**config.mk**
```make
export PLATFORM = sky130hd
export DESIGN_NAME = i2c_cmd_sequencer
export DESIGN_NICKNAME = d
export VERILOG_FILES = /design/src/rtl/i2c_cmd_sequencer.sv
export SDC_FILE = /design/constraint.sdc
export NUM_CORES = 1
export LEC_CHECK = 0
export ABC_AREA = 0
export BUFFER_PORTS_ARGS = -buffer_cell sky130_fd_sc_hd__buf_2
export CAP_MARGIN = 20
export CORE_UTILIZATION = 50
export CTS_BUF_LIST = sky130_fd_sc_hd__clkbuf_16
export DETAILED_ROUTE_END_ITERATION = 6
export GPL_ROUTABILITY_DRIVEN = 0
export GPL_TIMING_DRIVEN = 0
export PLACE_DENSITY = 0.73
export REMOVE_ABC_BUFFERS = 1
export SYNTH_ARGS = -nofsm -noshare
export SYNTH_HDL_FRONTEND = slang
export SYNTH_SLANG_ARGS = --single-unit
```
**constraint.sdc**
```tcl
create_clock -name clk -period 4.98 [get_ports clk]
set_input_delay 0.996 -clock clk [delete_from_list [all_inputs] [get_ports clk]]
set_output_delay 0.996 -clock clk [all_outputs]
set_load 0.03 [all_outputs]
```
**src/rtl/i2c_cmd_sequencer.sv**
```systemverilog
// Purpose : MMIO-programmed command sequencer that feeds an I2C byte master from a command FIFO and collects read bytes.
// Latency : a push into an empty command FIFO raises wr_i2c 2 cycles later; rd_data is registered (1 cycle after the read strobe).
// Backpres: the master's ready gates acceptance; a push to a full FIFO or a read byte for a full receive FIFO is dropped and flags overflow.
//
// Ports:
//   clk, arst_n                  clock, synchronous active-low reset
//   cs, write, read, addr        single-cycle MMIO strobes and register select
//   wr_data / rd_data            MMIO write data / registered read data
//   cmd, din, slave_addr, dvsr   command, data byte, address byte and divisor to the master
//   en_ack, wr_i2c               master ACKs read bytes / command valid
//   tx_empty, rx_full            command FIFO empty / receive FIFO full
//   ready, done_tick, ack, dout  master status and received byte
//
// Build option: define I2C_SEQ_NACK_ABORT_EN to flush queued commands and issue a STOP on a NACKed write.

// Generic FIFO: fixed-depth ring buffer, combinational head.
// Latency: a pushed entry is visible at the head the cycle after the push.
// Backpressure: pushes while full and pops while empty are ignored; flush empties it.
module i2c_seq_fifo #(
    parameter int W     = 8,
    parameter int DEPTH = 4
) (
    input  logic                      clk,
    input  logic                      arst_n,
    input  logic                      flush,
    input  logic                      push_vld,
    input  logic [W-1:0]              push_dat,
    input  logic                      pop_rdy,
    output logic [W-1:0]              head_dat,
    output logic                      full,
    output logic                      empty,
    output logic [$clog2(DEPTH):0]    count
);
    localparam int AW = $clog2(DEPTH);

    logic [W-1:0]  mem [DEPTH];
    logic [AW-1:0] wr_ptr;
    logic [AW-1:0] rd_ptr;
    logic          do_push;
    logic          do_pop;

    assign full     = (count == (AW+1)'(DEPTH));
    assign empty    = (count == '0);
    assign do_push  = push_vld && !full;
    assign do_pop   = pop_rdy && !empty;
    assign head_dat = mem[rd_ptr];

    // Storage carries no reset; only the pointers define validity.
    always_ff @(posedge clk) begin
        if (do_push && !flush) begin
            mem[wr_ptr] <= push_dat;
        end
    end

    // Power-of-two depth lets the pointers wrap naturally.
    always_ff @(posedge clk) begin
        if (!arst_n || flush) begin
            wr_ptr <= '0;
            rd_ptr <= '0;
            count  <= '0;
        end else begin
            if (do_push) wr_ptr <= wr_ptr + AW'(1);
            if (do_pop)  rd_ptr <= rd_ptr + AW'(1);
            case ({do_push, do_pop})
                2'b10:   count <= count + (AW+1)'(1);
                2'b01:   count <= count - (AW+1)'(1);
                default: count <= count;
            endcase
        end
    end
endmodule

module i2c_cmd_sequencer #(
    parameter int CMD_DEPTH = 4,
    parameter int RX_DEPTH  = 4
) (
    input  logic        clk,
    input  logic        arst_n,
    input  logic        cs,
    input  logic        write,
    input  logic        read,
    input  logic [1:0]  addr,
    input  logic [31:0] wr_data,
    output logic [31:0] rd_data,
    output logic [2:0]  cmd,
    output logic [7:0]  din,
    output logic [7:0]  slave_addr,
    output logic [15:0] dvsr,
    output logic        en_ack,
    output logic        wr_i2c,
    output logic        tx_empty,
    output logic        rx_full,
    input  logic        ready,
    input  logic        done_tick,
    input  logic        ack,
    input  logic [7:0]  dout
);
    localparam logic [2:0] CMD_START   = 3'd0;
    localparam logic [2:0] CMD_WR      = 3'd1;
    localparam logic [2:0] CMD_RD      = 3'd2;
    localparam logic [2:0] CMD_STOP    = 3'd3;
    localparam logic [2:0] CMD_RESTART = 3'd4;
    localparam logic [2:0] CMD_NOP     = 3'd7;

    localparam logic [1:0] ST_IDLE      = 2'd0;
    localparam logic [1:0] ST_ISSUE     = 2'd1;
    localparam logic [1:0] ST_WAIT_BUSY = 2'd2;
    localparam logic [1:0] ST_WAIT_DONE = 2'd3;

    localparam int CCW = $clog2(CMD_DEPTH) + 1;
    localparam int RCW = $clog2(RX_DEPTH) + 1;

    logic [1:0]     state;
    logic [2:0]     cur_cmd;
    logic           mmio_wr, mmio_rd;
    logic           cmd_push, cmd_pop, cmd_flush, cmd_drop;
    logic [10:0]    cmd_head;
    logic           cmd_full, cmd_empty;
    logic [CCW-1:0] cmd_count;
    logic           rx_push, rx_pop, rx_drop;
    logic [7:0]     rx_head;
    logic           rx_full_i, rx_empty;
    logic [RCW-1:0] rx_count;
    logic           issue_skip, accept, done_evt, nack_set;
    logic           stop_pend;
    logic           nack_err, overflow, busy, err_clr;
    logic [31:0]    status;
    logic           unused_bits;

    assign unused_bits = ^{wr_data[30:16], CMD_START, CMD_RESTART};

    assign mmio_wr  = cs && write;
    assign mmio_rd  = cs && read;
    assign cmd_push = mmio_wr && (addr == 2'd0);
    assign cmd_drop = cmd_push && cmd_full;
    assign rx_pop   = mmio_rd && (addr == 2'd1);
    assign err_clr  = mmio_wr && (addr == 2'd3) && wr_data[31];

    i2c_seq_fifo #(.W(11), .DEPTH(CMD_DEPTH)) u_cmd_fifo (
        .clk      (clk),
        .arst_n   (arst_n),
        .flush    (cmd_flush),
        .push_vld (cmd_push),
        .push_dat (wr_data[10:0]),
        .pop_rdy  (cmd_pop),
        .head_dat (cmd_head),
        .full     (cmd_full),
        .empty    (cmd_empty),
        .count    (cmd_count)
    );

    i2c_seq_fifo #(.W(8), .DEPTH(RX_DEPTH)) u_rx_fifo (
        .clk      (clk),
        .arst_n   (arst_n),
        .flush    (1'b0),
        .push_vld (rx_push),
        .push_dat (dout),
        .pop_rdy  (rx_pop),
        .head_dat (rx_head),
        .full     (rx_full_i),
        .empty    (rx_empty),
        .count    (rx_count)
    );

    assign tx_empty = cmd_empty;
    assign rx_full  = rx_full_i;

    // A pending abort STOP overrides whatever sits at the FIFO head.
    always_comb begin
        cmd = CMD_NOP;
        din = 8'h00;
        if (stop_pend) begin
            cmd = CMD_STOP;
        end else if (!cmd_empty) begin
            cmd = cmd_head[10:8];
            din = cmd_head[7:0];
        end
    end

    // NO_OP (or a FIFO emptied under us) is consumed silently without bothering the master.
    assign issue_skip = (state == ST_ISSUE) && !stop_pend && (cmd == CMD_NOP);
    assign wr_i2c     = (state == ST_ISSUE) && !issue_skip;
    assign accept     = wr_i2c && ready;
    assign cmd_pop    = (state == ST_ISSUE) && !stop_pend && (accept || issue_skip);

    assign done_evt = (state == ST_WAIT_DONE) && done_tick;
    assign rx_push  = done_evt && (cur_cmd == CMD_RD);
    assign rx_drop  = rx_push && rx_full_i;
    // ack high after a written byte means the slave NACKed it.
    assign nack_set = done_evt && (cur_cmd == CMD_WR) && ack;

`ifdef I2C_SEQ_NACK_ABORT_EN
    assign cmd_flush = nack_set;

    always_ff @(posedge clk) begin
        if (!arst_n) begin
            stop_pend <= 1'b0;
        end else if (nack_set) begin
            stop_pend <= 1'b1;
        end else if (accept) begin
            stop_pend <= 1'b0;
        end
    end
`else
    assign cmd_flush = 1'b0;
    assign stop_pend = 1'b0;
`endif

    always_ff @(posedge clk) begin
        if (!arst_n) begin
            state   <= ST_IDLE;
            cur_cmd <= CMD_NOP;
        end else begin
            case (state)
                ST_IDLE: begin
                    if (!cmd_empty) state <= ST_ISSUE;
                end
                ST_ISSUE: begin
                    if (issue_skip) begin
                        state <= ST_IDLE;
                    end else if (ready) begin
                        cur_cmd <= cmd;
                        state   <= ST_WAIT_BUSY;
                    end
                end
                ST_WAIT_BUSY: begin
                    // Master drops ready once it has started the command.
                    if (!ready) begin
                        state <= ((cur_cmd == CMD_WR) || (cur_cmd == CMD_RD)) ? ST_WAIT_DONE : ST_IDLE;
                    end
                end
                ST_WAIT_DONE: begin
                    if (done_tick) state <= cmd_flush ? ST_ISSUE : ST_IDLE;
                end
                default: state <= ST_IDLE;
            endcase
        end
    end

    // Error flags: a set in the same cycle as a clear wins so no event is lost.
    always_ff @(posedge clk) begin
        if (!arst_n) begin
            nack_err <= 1'b0;
            overflow <= 1'b0;
        end else begin
            if (err_clr) begin
                nack_err <= 1'b0;
                overflow <= 1'b0;
            end
            if (nack_set)            nack_err <= 1'b1;
            if (cmd_drop || rx_drop) overflow <= 1'b1;
        end
    end

    always_ff @(posedge clk) begin
        if (!arst_n) begin
            dvsr       <= 16'h0000;
            slave_addr <= 8'h00;
            en_ack     <= 1'b0;
        end else if (mmio_wr) begin
            if (addr == 2'd2) dvsr <= wr_data[15:0];
            if (addr == 2'd3) begin
                en_ack     <= wr_data[8];
                slave_addr <= wr_data[7:0];
            end
        end
    end

    assign busy   = (state != ST_IDLE) || !cmd_empty;
    assign status = {8'(rx_count), 8'(cmd_count), 11'b0, overflow, busy, nack_err, rx_empty, cmd_full};

    always_ff @(posedge clk) begin
        if (!arst_n) begin
            rd_data <= 32'h0;
        end else if (mmio_rd) begin
            case (addr)
                2'd0:    rd_data <= status;
                2'd1:    rd_data <= rx_empty ? 32'h0 : {24'h0, rx_head};
                2'd2:    rd_data <= {16'h0, dvsr};
                default: rd_data <= {23'h0, en_ack, slave_addr};
            endcase
        end
    end
endmodule

```
==> flow_metrics.py <==
metrics = {
    "yosys": {
        "synth_edf_count": 76,
        "ys_async_sr_fraction_pct": 0,
        "synth_most_common_cell": "edfxtp_1",
        "ys_top_cells_by_area": "edfxtp_1 (37%), dfxtp_1 (24%), mux4_1 (3.9%)",
        "yosysSeqAreaShare_pct": 61.1,
        "synth-main-ff-cell": "edfxtp_1",
        "ys_ff_latch": 148,
        "ys_types": 49,
        "netlist_area_mm2": 0.00609,
        "ys_warn_count": 0,
        "synth.largest_area_cell": "edfxtp_1",
        "synth_cells": 498,
        "synth_common_cells": "edfxtp_1 (76), dfxtp_1 (72), nand2_1 (62)",
        "synth.top_cell.area_share_pct": 37.5,
        "avgSynthCellArea_um2": 12.2,
    },
    "worst_setup_path": {
        "crit_slowest_cell": "mux4_1",
        "crit_chain": "mux4_1 -> a31oi_1 -> buf_2",
        "r2r_end": "u_cmd_fifo.count[2]$_SDFFE_PN0P_",
        "r2r_slack_ns": 2.01,
        "max_stage_delay_ns": 0.80,
        "worstPathRequired_ns": 3.98,
        "crit_type": "reg2out",
        "path_buf_inv": 1,
        "reg2regPathDepth": 9,
        "setup.worst_path.start_class": "flop",
        "endpoint_kind": "output port",
        "cp_max_fo": 11,
        "crit_arrival_ns": 2.53,
        "crit_family": "multiplexers",
    },
    "place": {
        "port_buffers": 95,
        "dpl.cell_count": 712,
        "place_area_mm2": 0.00664,
        "dpl.hpwl_um": 8790,
        "pre_cts_ws_ns": 1.27,
    },
    "sta": {
        "period_needed_ns": 3.53,
        "maxSlewViolCount": 0,
        "tightestPinTransition_ns": 0.853,
        "setup_viol": 0,
        "whs_ns": 0.456,
        "finalWorstSetupSlack_ns": 1.45,
        "finalHoldViolations": 0,
        "relSlewSlack_pct": 42.9,
        "rsz0062_at_grt": "false",
        "fin_crit_sh_pct": 70.9,
        "clock.fmax_mhz": 283,
        "finalSetupTns_ns": 0,
        "skew_ns": 0.00905,
    },
    "finish": {
        "syn_to_final_growth_pct": 18.8,
        "nets": 651,
        "num_antenna_cells": 0,
        "fin_area_mm2": 0.00724,
        "n_fill_cell": 863,
        "finalCoreUtilization_pct": 62.1,
        "final_cell_count_no_fill": 745,
        "layout-drive-gt1-share_pct": 24.4,
    },
    "power_and_ir_drop": {
        "fin_total_pwr_mw": 2.67,
        "power_density_mw_per_mm2": 369,
        "peakVddDrop_uv": 292,
        "power_leakage_nw": 2.71,
    },
    "worst_hold_path": {
        "hp-class": "reg2reg",
        "whs_path_depth": 2,
        "min_to": "rd_data[8]$_SDFFE_PN0P_",
        "hp-start": "rd_data[8]$_SDFFE_PN0P_",
    },
    "routing": {
        "routedWlPerCell_um": 17.8,
        "final_antenna_net_count": 0,
        "drt_first_pass_iters": 5,
        "vias": 4177,
        "routed_wl_um": 13300,
        "detail_route.iter0.violations": 287,
        "drc": 0,
        "route.detailed.vias_per_inst": 5.61,
    },
    "die": {
        "rows": 39,
        "die-area_mm2": 0.0126,
        "io_pins": 121,
        "core-area_mm2": 0.0117,
        "fp.dieW_um": 112,
        "initial_core_util_pct": 52.2,
        "die_h_um": 112,
    },
    "grt": {
        "grt_first_pass_wirelength_um": 21000,
        "grt_max_degree": 70,
        "track_usage_pct": 22.4,
        "antenna_found_initial": 0,
        "grt_pass1_vias": 4097,
        "grt_remaining_overflow": 0,
    },
    "clock_network": {
        "numCtsBuffers": 17,
        "clockRootBuffer": "clkbuf_16",
        "postCtsHoldBufs": 0,
        "clkLatencyLatePin_ns": 0.42,
        "cts_tree": "done",
        "post-cts-setup-buffers": 0,
        "cts_resized": 0,
        "clock_sinks": 148,
        "cts-htree-levels": 4,
        "clk_transition_reported_paths_ns": 0.06,
        "clock_tree.buffer_depth": 2,
    },
    "outcome": {
        "status": "finished, final reports clean",
    },
    "run": {
        "max-cap-violations": 0,
    },
}
layout by cell type, fill, tap and decap left out, types with 4 or more instances in the layout:
| cell type | instances |
|---|---|
| or2_2 | 4 |
| inv_1 | 21 |
| mux2_2 | 4 |
| a21oi_1 | 42 |
| ha_1 | 10 |
| or3_1 | 5 |
| o21ai_0 | 6 |
| and2_1 | 18 |
| edfxtp_1 | 76 |
| nor3_1 | 8 |
| clkinv_2 | 5 |
| xor2_1 | 4 |
| mux4_1 | 9 |
| a22oi_1 | 16 |
| nor2_1 | 44 |
| mux2i_1 | 6 |
| buf_2 | 95 |
| xnor2_1 | 5 |
| clkbuf_16 | 17 |
| nand2_1 | 62 |
| mux4_2 | 10 |
| dfxtp_1 | 72 |
| a221oi_1 | 7 |
| clkinv_1 | 4 |
| conb_1 | 10 |
kinds of logic (layout without fill, tap and decap cells):
kind of cell | Yosys count | after routing | synth area share [%]
compound gates | 88 | 88 | 9.57
xor+xnor | 9 | 9 | 1.29
fa+ha+maj | 12 | 12 | 2.71
buf+inv | 55 | 150 | 4.25
flops | 148 | 148 | 61.1
mux | 29 | 29 | 9.30
other cells | 1 | 10 | 0.0615
simple gates | 156 | 156 | 11.7
cell type report:
cell class                      instances  area [um^2]  share of cell area, %
Sequential cell                       148         3720                   51.4
Multi-Input combinational cell        304         2140                   29.6
Timing Repair Buffer                   98          542                   7.48
Clock buffer                           17          425                   5.88
Tap cell                              143          179                   2.47
Clock inverter                         15          149                   2.06
Inverter                               20         76.3                   1.05
flip-flops by register name (all words and copies together) (netlist names), named ones only:
register           cells
slave_addr             8
cur_cmd                3
en_ack                 1
u_cmd_fifo.wr_ptr      2
u_cmd_fifo.mem        44
u_rx_fifo.wr_ptr       2
u_cmd_fifo.count       3
overflow               1
u_rx_fifo.mem         32
dvsr                  16
u_rx_fifo.count        3
rd_data               22
nack_err               1
state                  2
u_rx_fifo.rd_ptr       2
u_cmd_fifo.rd_ptr      2
worst register-to-register path, stage by stage, from the launching register on:
cell	delay (ns)
dfxtp_1	0.75
mux4_1	0.80
a31oi_4	0.28
nor2_1	0.07
ha_1	0.24
inv_1	0.08
fa_1	0.17
xor2_1	0.07
or3_1	0.31
a21oi_1	0.15
report_power, final:
part	total [mW]	internal [mW]	switching, mW
Combinational	0.131	0.0386	0.0926
Clock	1.24	0.772	0.467
Sequential	1.30	1.29	0.00751
Total	2.67	2.10	0.567
worst max-delay path by stage:
stage / end / slack (ns) / cells after the start
after floorplan: u_rx_fifo.count[2]$_SDFFE_PN0P_ / 1.92 / 8
after CTS: wr_i2c / 1.43 / 3
after detailed placement: u_rx_fifo.count[2]$_SDFFE_PN0P_ / 1.27 / 9
final: wr_i2c / 1.45 / 3
after global routing: wr_i2c / 1.32 / 3
after global placement: u_rx_fifo.count[2]$_SDFFE_PN0P_ / 1.31 / 9
layer usage:
metal  global-route usage [%]  up-vias  wire length, um
met4                     9.69        0              301
met5                        0        -                0
li1                         -     1963                -
met2                     38.1      162             6660
met3                     5.94       25              865
met1                     26.9     2027             5430
Power figures use the tool's default switching activity.
